==> config.mk <==
export PLATFORM = sky130hd
export DESIGN_NAME = spi_mcp3202_responder
export DESIGN_NICKNAME = d
export VERILOG_FILES = /design/src/rtl/spi_mcp3202_pkg.sv /design/src/rtl/spi_sync_edge.sv /design/src/rtl/spi_mcp3202_responder.sv
export SDC_FILE = /design/constraint.sdc
export NUM_CORES = 1
export LEC_CHECK = 0
export ABC_CLOCK_PERIOD_IN_PS = 2000
export CAP_MARGIN = 40
export CORE_UTILIZATION = 40
export CTS_CLUSTER_SIZE = 16
export DETAILED_ROUTE_END_ITERATION = 8
export GPL_TIMING_DRIVEN = 0
export PLACE_DENSITY = 0.62
export SKIP_CTS_REPAIR_TIMING = 1
export SYNTH_ARGS = -nofsm -noshare
export SYNTH_HDL_FRONTEND = slang
export SYNTH_SLANG_ARGS = --single-unit
==> constraint.sdc <==
create_clock -name clk -period 2 [get_ports clk]
set_clock_uncertainty 0.15 [all_clocks]
set_input_delay 0.2 -clock clk [delete_from_list [all_inputs] [get_ports clk]]
set_output_delay 0.2 -clock clk [all_outputs]
set_load 0.05 [all_outputs]
==> src/rtl/spi_mcp3202_pkg.sv <==
// Shared types and constants for the MCP3202 SPI responder.
// Command bit positions index o_CFG, which is {SGL, ODD, MSBF}.
package spi_mcp3202_pkg;

  typedef enum logic [3:0] {
    IDLE,
    WAIT_START,
    GET_SGL,
    GET_ODD,
    GET_MSBF,
    NULL_BIT,
    SHIFT_MSB,
    SHIFT_LSB,
    HOLD
  } state_t;

  localparam int CFG_SGL  = 2;
  localparam int CFG_ODD  = 1;
  localparam int CFG_MSBF = 0;

  localparam logic NULL_BIT_VAL = 1'b0;

  // ODD alone picks the channel: CH1 for single-ended CH1 and for CH1-CH0 diff.
  function automatic logic use_ch1(input logic [2:0] cfg);
    return cfg[CFG_ODD];
  endfunction

endpackage

==> src/rtl/spi_sync_edge.sv <==
// Multi-stage synchronizer for one asynchronous SPI pin, with registered
// rise/fall strobes one clock after the synchronized level changes.
module spi_sync_edge #(
  parameter int   SYNC_STAGES = 2,
  parameter logic RESET_VAL   = 1'b0
) (
  input  logic clk,
  input  logic rst,
  input  logic din,
  output logic level,
  output logic rise,
  output logic fall
);

  logic [SYNC_STAGES-1:0] sync_q;
  logic                   prev_q;
  logic [SYNC_STAGES:0]   warm_q;

  // Edges stay masked until the chain has flushed its reset value, so a pin
  // already sitting opposite to RESET_VAL after reset is not seen as an edge.
  always_ff @(posedge clk) begin
    if (rst) begin
      sync_q <= {SYNC_STAGES{RESET_VAL}};
      prev_q <= RESET_VAL;
      warm_q <= '0;
      rise   <= 1'b0;
      fall   <= 1'b0;
    end else begin
      sync_q <= {sync_q[SYNC_STAGES-2:0], din};
      prev_q <= sync_q[SYNC_STAGES-1];
      warm_q <= {warm_q[SYNC_STAGES-1:0], 1'b1};
      rise   <= warm_q[SYNC_STAGES] &  sync_q[SYNC_STAGES-1] & ~prev_q;
      fall   <= warm_q[SYNC_STAGES] & ~sync_q[SYNC_STAGES-1] &  prev_q;
    end
  end

  assign level = sync_q[SYNC_STAGES-1];

endmodule

==> src/rtl/spi_mcp3202_responder.sv <==
// MCP3202-style SPI slave: decodes start/SGL/ODD/MSBF on SCK rises and shifts
// a null bit plus the latched sample out on SCK falls.
module spi_mcp3202_responder
  import spi_mcp3202_pkg::*;
#(
  parameter int DATA_WIDTH  = 12,
  parameter int SYNC_STAGES = 2
) (
  input  logic                  clk,
  input  logic                  rst,
  input  logic                  i_CS,
  input  logic                  i_SCK,
  input  logic                  i_MOSI,
  input  logic [DATA_WIDTH-1:0] i_CH0_DATA,
  input  logic [DATA_WIDTH-1:0] i_CH1_DATA,
  output logic                  o_MISO,
  output logic                  o_MISO_OE,
  output logic [2:0]            o_CFG,
  output logic                  o_CONV_DONE
);

  localparam int IDX_W = $clog2(DATA_WIDTH);
  localparam logic [IDX_W-1:0] IDX_LAST = IDX_W'(DATA_WIDTH - 1);

  logic cs_level_unused;
  logic cs_rise;
  logic cs_fall;
  logic sck_level_unused;
  logic sck_rise;
  logic sck_fall;
  logic mosi;
  logic mosi_rise_unused;
  logic mosi_fall_unused;

  state_t                state_q;
  logic [DATA_WIDTH-1:0] sample_q;
  logic [IDX_W-1:0]      idx_q;
  logic                  sgl_q;
  logic                  odd_q;

  spi_sync_edge #(
    .SYNC_STAGES (SYNC_STAGES),
    .RESET_VAL   (1'b1)
  ) u_sync_cs (
    .clk   (clk),
    .rst   (rst),
    .din   (i_CS),
    .level (cs_level_unused),
    .rise  (cs_rise),
    .fall  (cs_fall)
  );

  spi_sync_edge #(
    .SYNC_STAGES (SYNC_STAGES),
    .RESET_VAL   (1'b0)
  ) u_sync_sck (
    .clk   (clk),
    .rst   (rst),
    .din   (i_SCK),
    .level (sck_level_unused),
    .rise  (sck_rise),
    .fall  (sck_fall)
  );

  spi_sync_edge #(
    .SYNC_STAGES (SYNC_STAGES),
    .RESET_VAL   (1'b0)
  ) u_sync_mosi (
    .clk   (clk),
    .rst   (rst),
    .din   (i_MOSI),
    .level (mosi),
    .rise  (mosi_rise_unused),
    .fall  (mosi_fall_unused)
  );

  // CS rise overrides everything, including an SCK edge seen on the same clock.
  always_ff @(posedge clk) begin
    if (rst) begin
      state_q     <= IDLE;
      o_MISO      <= 1'b0;
      o_MISO_OE   <= 1'b0;
      o_CFG       <= 3'b000;
      o_CONV_DONE <= 1'b0;
      sample_q    <= '0;
      idx_q       <= '0;
      sgl_q       <= 1'b0;
      odd_q       <= 1'b0;
    end else begin
      o_CONV_DONE <= 1'b0;
      if (cs_rise) begin
        state_q   <= IDLE;
        o_MISO    <= 1'b0;
        o_MISO_OE <= 1'b0;
      end else begin
        case (state_q)
          IDLE: begin
            o_MISO    <= 1'b0;
            o_MISO_OE <= 1'b0;
            if (cs_fall) begin
              state_q   <= WAIT_START;
              o_MISO_OE <= 1'b1;
            end
          end
          WAIT_START: begin
            if (sck_rise && mosi) begin
              state_q <= GET_SGL;
            end
          end
          GET_SGL: begin
            if (sck_rise) begin
              sgl_q   <= mosi;
              state_q <= GET_ODD;
            end
          end
          GET_ODD: begin
            if (sck_rise) begin
              odd_q   <= mosi;
              state_q <= GET_MSBF;
            end
          end
          GET_MSBF: begin
            if (sck_rise) begin
              o_CFG    <= {sgl_q, odd_q, mosi};
              sample_q <= use_ch1({sgl_q, odd_q, mosi}) ? i_CH1_DATA : i_CH0_DATA;
              state_q  <= NULL_BIT;
            end
          end
          NULL_BIT: begin
            if (sck_fall) begin
              o_MISO  <= NULL_BIT_VAL;
              idx_q   <= IDX_LAST;
              state_q <= SHIFT_MSB;
            end
          end
          SHIFT_MSB: begin
            if (sck_fall) begin
              o_MISO <= sample_q[idx_q];
              if (idx_q == '0) begin
                if (o_CFG[CFG_MSBF]) begin
                  state_q     <= HOLD;
                  o_CONV_DONE <= 1'b1;
                end else begin
                  idx_q   <= IDX_W'(1);
                  state_q <= SHIFT_LSB;
                end
              end else begin
                idx_q <= idx_q - IDX_W'(1);
              end
            end
          end
          SHIFT_LSB: begin
            if (sck_fall) begin
              o_MISO <= sample_q[idx_q];
              if (idx_q == IDX_LAST) begin
                state_q     <= HOLD;
                o_CONV_DONE <= 1'b1;
              end else begin
                idx_q <= idx_q + IDX_W'(1);
              end
            end
          end
          HOLD: begin
            // The last data bit stays valid until the master's next fall.
            if (sck_fall) begin
              o_MISO <= 1'b0;
            end
          end
          default: begin
            state_q   <= IDLE;
            o_MISO    <= 1'b0;
            o_MISO_OE <= 1'b0;
          end
        endcase
      end
    end
  end

endmodule

==> run metrics, run 1 <==
CP bufs+invs 2; Final GP Congestion approximately 0.86; Reg-to-Reg Start idx_q[1]$_SDFFE_PP0P_; Adder-Cell Fraction of Synth Area 1.74%; routed len/inst between 10 and 15 µm; fmax 506 MHz; share of the synthesized area in the top cell type roughly two fifths; drt drc 0; r2r setup slk between 20 and 25 ps; reg-to-reg critical path endpoint state_q[1]$_SDFFE_PP0P_; max_slew headroom between 50% and 60%; Final Setup Violations 0; CTS tree done; syn nets 262; CP endpoint kind flop; hold_sp u_sync_sck.prev_q$_SDFF_PP0_; Final Net Count just over 300; root buffer cell clkbuf_8; DRT antenna net count 0; Hold Path Sink u_sync_sck.rise$_SDFF_PP0_; Max Slew Vio Count 0; Area contributors post-synth dfxtp_1 40%, mux2i_1 9.8%, nor2_1 4.4%; critical path type reg -> reg; post-synth top area cell dfxtp_1; post-layout util ~54%; post-route minimum period between 1500 and 2000 ps; R2R depth 7; unique cell type count in the Yosys netlist between 50 and 60; first-pass GRT wire length between 8000 and 9000 µm; RSZ-0062 raised after global routing yes; register area about 870 µm²; area delta synth->final 29.9%; Mapped Area approximately 0.0022 mm²; vias per cell ~5.3; Min-Delay Path Depth 1; die area roughly 0.0057 mm²; startpoint type of the worst setup path flop; CP max-delay cell or4b_4; Final period util ~100%; clock latency at the later pin of the worst-skew pair 310 ps; Syn Inst Count 230; Die X approximately 75 µm; HPWL Detailed about 3500 µm; Post-Synth Simple-Gate Area between 20% and 30%; antenna cells 0; multi-input logic area around 0.0012 mm²; syn_area_per_cell about 9.4 µm²; largest family of logic cells by synthesized area simple AND/OR/NAND/NOR gates; Synth top cells by count 43 x dfxtp_1, 25 x nor2_1, 21 x mux2i_1, 12 x a211oi_1, 12 x nor2b_1; share of cells above drive strength 1 between 10% and 20%; Worst Path Arrival 2020 ps; FP Rows 26; drt first pass iters 4; TritonCTS buffer count 5; largest net degree at the start of global routing 16; Synth Warn # 0; # H-tree levels 2; number of synthesized flops with an enable pin 0; top-count cell post-synth dfxtp_1; sequential element share of the synthesized area about two fifths; Longest Clk Path Bufs 2; Cell Pwr Density between 700 and 800 mW/mm²; Starting Density a little over two fifths; initial antenna violation count 0; Max rail drop VDD around 0.46 mV; core area between 0.005 and 0.006 mm²; Pleak 0.997 nW; gr usage total approximately a fifth; Compound-Gate Fraction of Synth Area ~16%; worst hold margin 261 ps; IO buf count 34; CTS clock-pin slew for the worst setup and hold paths 100 ps; status complete, no violations; Vias 1836; CP max stage delay 510 ps; vias in the first global route about 1700; Top Ports 35; grt ovf 0; Hold Vio Cnt, Final 0; max_cap viols 0; HP Class reg -> reg; Req. time, crit path about 2000 ps; top_reg_cell synth dfxtp_1; Routed WL roughly 4800 µm; Chip Height around 75 µm; crit-path cells buf_6 > inv_4 > ha_4 > or4b_4 > a32oi_4 > a21boi_2 > a21oi_1; Crit path max-delay family compound AO/OA/AOI/OAI gates; Starting DRT DRC Count between 150 and 200; number of synthesized register bits 43; pin slew with the least headroom to its limit around 650 ps; worst-path fanout max 5; Sink Count 43; Fillers 507; ys async rst share 0%; mux share of post-synthesis cell area a little over an eighth; xor/xnor cell area share of the yosys netlist 0%
cells in the final DEF (no fill, tap or decap), drive strengths merged, types with 2 or more instances in the layout:
cell / count
o21ai: 4
nand2: 6
dfxtp: 43
a21oi: 7
mux4: 3
buf: 14
nand4: 5
nand3: 5
inv: 9
nor2b: 12
a31oi: 2
nand2b: 3
or3: 2
nand4b: 2
nor3: 5
clkdlybuf4s50: 33
ha: 3
and3b: 2
nor2: 25
clkbuf: 14
or4: 2
nor3b: 6
and4: 2
a211oi: 13
o211ai: 3
mux2i: 21
or2: 5
sequential cells by signal (all words and copies together), names as in the netlist, 2 cells and up:
signal / flops
u_sync_mosi.sync_q: 2
o_CFG: 3
u_sync_cs.sync_q: 2
idx_q: 4
sample_q: 12
u_sync_sck.sync_q: 2
state_q: 4
u_sync_sck.warm_q: 2
per-stage QoR:
stage               instances  setup TNS [ps]  total power (W)  setup slack [ps]  cell area [µm²]
CTS                       342            -671          0.00202              -227             2700
finish                    347               0          0.00203              24.0             2800
floorplan                 230               0          0.00118              18.2             2160
detailed placement        334            -561          0.00130              -207             2590
global placement          334            -550          0.00130              -191             2590
global route              347           -33.0          0.00212             -21.7             2800
power breakdown:
group	internal, W	total [W]	leakage, nW	switching [W]
registers	0.000877	0.000895	0.351	0.0000175
clock network	0.000379	0.000720	0.0587	0.000341
logic	0.000189	0.000416	0.588	0.000227
total	0.00145	0.00203	0.997	0.000585
final cells by class:
| cell class | instances | area share, % |
|---|---|---|
| inverter | 8 | 1.16 |
| sequential | 43 | 31.0 |
| multi-input combinational | 161 | 43.5 |
| tap | 70 | 3.13 |
| clock buffer | 5 | 2.46 |
| timing repair buffer | 39 | 13.6 |
| clock inverter | 3 | 1.70 |
| buffer | 18 | 3.53 |
cells by family after synthesis:
| kind of cell | count (synthesis) |
|---|---|
| buf+inv | 26 |
| flops | 43 |
| mux | 25 |
| fa+ha+maj | 3 |
| simple gates | 89 |
| compound gates | 44 |
how the worst max path moves through the flow:
| stage | cells past startpoint | from | end | slack, ps |
|---|---|---|---|---|
| after global placement | 7 | idx_q[1]$_SDFFE_PP0P_ | state_q[3]$_SDFFE_PP0P_ | -190 |
| final | 7 | idx_q[1]$_SDFFE_PP0P_ | state_q[1]$_SDFFE_PP0P_ | 20 |
| after CTS | 7 | idx_q[1]$_SDFFE_PP0P_ | state_q[3]$_SDFFE_PP0P_ | -230 |
| after global routing | 7 | idx_q[1]$_SDFFE_PP0P_ | state_q[1]$_SDFFE_PP0P_ | -20 |
| after floorplan | 7 | idx_q[1]$_SDFFE_PP0P_ | state_q[3]$_SDFFE_PP0P_ | 20 |
| after detailed placement | 7 | idx_q[1]$_SDFFE_PP0P_ | state_q[3]$_SDFFE_PP0P_ | -210 |
routing by layer:
| layer | wire (µm) | part of all wire (%) | track usage [%] | vias to the layer above |
|---|---|---|---|---|
| met2 | 2230 | 46 | 28.8 | 57 |
| met4 | 40 | 0.83 | 7.00 | 0 |
| li1 | - | - | - | 926 |
| met3 | 260 | 5.4 | 5.56 | 2 |
| met5 | 0 | 0 | 0 | - |
| met1 | 2300 | 48 | 26.6 | 851 |
No activity file was read; power rests on OpenSTA's default activity.
==> run 2: changes to the inputs <==
- ABC_CLOCK_PERIOD_IN_PS: 2000 -> 1830
- CAP_MARGIN: 40 -> unset
- PLACE_DENSITY: 0.62 -> 0.6
- clock period: 2 -> 1.83 ns (I/O delays scaled with it)
==> run 2 against run 1 <==
  * The flow now finishes with violations (setup timing)
  * Critical path depth unchanged
  * Combinational power increased by 20%
  * First-iteration DRC count decreased by 51%
  * Register-to-register slack got worse by 210 ps
  * Global-route usage decreased by 1.1 points
  * Final cell count increased by 0.29%
  * Non-clock buffer count increased by 1
  * Wire length increased by 2.5%
  * Critical path type unchanged
  * Critical endpoint unchanged
==> run metrics, run 2 (synthesized netlist as in run 1, its figures left out) <==
status finished, violations left; failing checks setup timing; vias in the first global route 1570 (-4.8%); crit-path cells buf_8 > inv_4 > ha_4 > or4b_4 > a32oi_4 > a21boi_2 > a21oi_2; Final Worst Setup Slack -191 ps (-215 ps); drt drc 0 (unchanged); # H-tree levels 2 (unchanged); r2r setup slk -190 ps (-210 ps); largest registers sample_q (12), idx_q (4), state_q (4); Final Net Count 309 (+0.32%); Setup Slack @ Placement -201 ps (+6.11 ps); CP max-delay cell or4b_4; Req. time, crit path 1870 ps (-180 ps); startpoint type of the worst setup path flop; post-route minimum period 2020 ps (+44.8 ps); clock latency at the later pin of the worst-skew pair 300 ps (about the same); DRT antenna net count 0 (unchanged); post-layout util 55.6% (+1.1 points); core area 0.00514 mm² (unchanged); Largest register FFs 12 (unchanged); grt ovf 0 (unchanged); share of cells above drive strength 1 19.4% (+2.1 points); root buffer cell clkbuf_8; max_cap viols 0 (unchanged); Starting DRT DRC Count 84 (-51%); die area 0.00568 mm² (unchanged); most frequent cells in the layout 39 x dfxtp_1, 31 x clkdlybuf4s50_1, 23 x nor2_1; pin slew with the least headroom to its limit 643 ps (-6.54 ps); Sink Count 43 (unchanged); reg-to-reg critical path endpoint state_q[1]$_SDFFE_PP0P_; CTS tree done; Crit path max-delay family compound AO/OA/AOI/OAI gates; IO buf count 34 (unchanged); Hold Path Sink u_sync_cs.sync_q[1]$_SDFF_PP1_; Vias 1832 (-0.22%); Longest Clk Path Bufs 2 (unchanged); Starting Density 41.9% (unchanged); RSZ-0062 raised after global routing yes; HP Class reg -> reg; vias per cell 5.26 (-0.50%); largest net degree at the start of global routing 16 (unchanged); gr usage total 18.2% (-1.1 points); R2R depth 7 (unchanged); initial antenna violation count 0 (unchanged); Cell Pwr Density 791 mW/mm² (+9.1%); Final GP Congestion 0.821 (-4.2%); HPWL Detailed 3500 µm (+0.66%); max_slew headroom 57.1% (+0.44 points); Chip Height 75.4 µm (unchanged); Min-Delay Path Depth 1 (unchanged); Pleak 1.05 nW (+5.2%); routed len/inst 14.2 µm (+2.2%); TritonCTS buffer count 5 (unchanged); Setup TNS -519 ps (-519 ps); Final period util 110% (+12 points); Routed WL 4960 µm (+2.5%); Max Slew Vio Count 0 (unchanged); largest register by flop count sample_q; first-pass GRT wire length 7680 µm (-4.5%); hold_sp u_sync_cs.sync_q[0]$_SDFF_PP1_; Hold Vio Cnt, Final 0 (unchanged); Top Ports 35 (unchanged); Worst Path Arrival 2060 ps (+40 ps); Final Setup Violations 5 (+5); CP max stage delay 510 ps (about the same); antenna cells 0 (unchanged); worst-path fanout max 6 (+1); Reg-to-Reg Start idx_q[1]$_SDFFE_PP0P_; critical path type reg -> reg; total power draw 0.00226 W (+11%); CTS clock-pin slew for the worst setup and hold paths 90 ps (about the same); Die X 75.4 µm (unchanged); commonest non-fill, non-tap cell in the layout dfxtp_1; FP Rows 26 (unchanged); Max rail drop VDD 0.450 mV (-1.6%); CP bufs+invs 2 (unchanged); CP endpoint kind flop; fmax 495 MHz (-2.2%); area delta synth->final 32.6%; drt first pass iters 4 (unchanged)
run 2: routing by layer:
metal / part of all wire (%) / global-route usage, % / routed length, µm / vias to the layer above
met2: 47 / 29.1 / 2350 / 55
li1: - / - / - / 932
met4: 1.6 / 6.17 / 78 / 0
met5: 0 / 0 / 0 / -
met1: 47 / 24.6 / 2310 / 838
met3: 4.4 / 3.57 / 216 / 7
run 2: final cells by class:
type	count	area (µm²)
fillers	501	2280
multi-input cells	161	1240
well taps	70	87.6
plain buffers	17	108
clock buffers	5	68.8
flip-flops and latches	43	868
repair buffers	41	400
clock inverters	3	47.5
inverters	8	35.0
run 2: through the flow:
step                      cell area (µm²)  instances  hold slack [ps]
after global routing                 2860        348              274
after global placement               2610        334              245
final                                2860        348              266
after floorplan                      2180        230              137
after detailed placement             2610        334              242
after CTS                            2720        342              264
run 2: worst max path at each step:
stage / from / slack (ps) / depth (start not counted) / end
2_1_floorplan: idx_q[1]$_SDFFE_PP0P_ / -30 / 7 / state_q[1]$_SDFFE_PP0P_
3_3_place_gp: idx_q[0]$_SDFFE_PP0P_ / -200 / 6 / state_q[1]$_SDFFE_PP0P_
3_5_place_dp: idx_q[0]$_SDFFE_PP0P_ / -200 / 6 / state_q[1]$_SDFFE_PP0P_
4_1_cts: idx_q[0]$_SDFFE_PP0P_ / -220 / 6 / state_q[1]$_SDFFE_PP0P_
5_1_grt: idx_q[1]$_SDFFE_PP0P_ / -230 / 7 / state_q[1]$_SDFFE_PP0P_
6_report: idx_q[1]$_SDFFE_PP0P_ / -190 / 7 / state_q[1]$_SDFFE_PP0P_
run 2: where the power goes:
| part | internal (W) | total, W | switching, W |
|---|---|---|---|
| combinational | 0.000231 | 0.000500 | 0.000269 |
| clock | 0.000414 | 0.000779 | 0.000365 |
| sequential | 0.000960 | 0.000981 | 0.0000206 |
| total | 0.00161 | 0.00226 | 0.000655 |
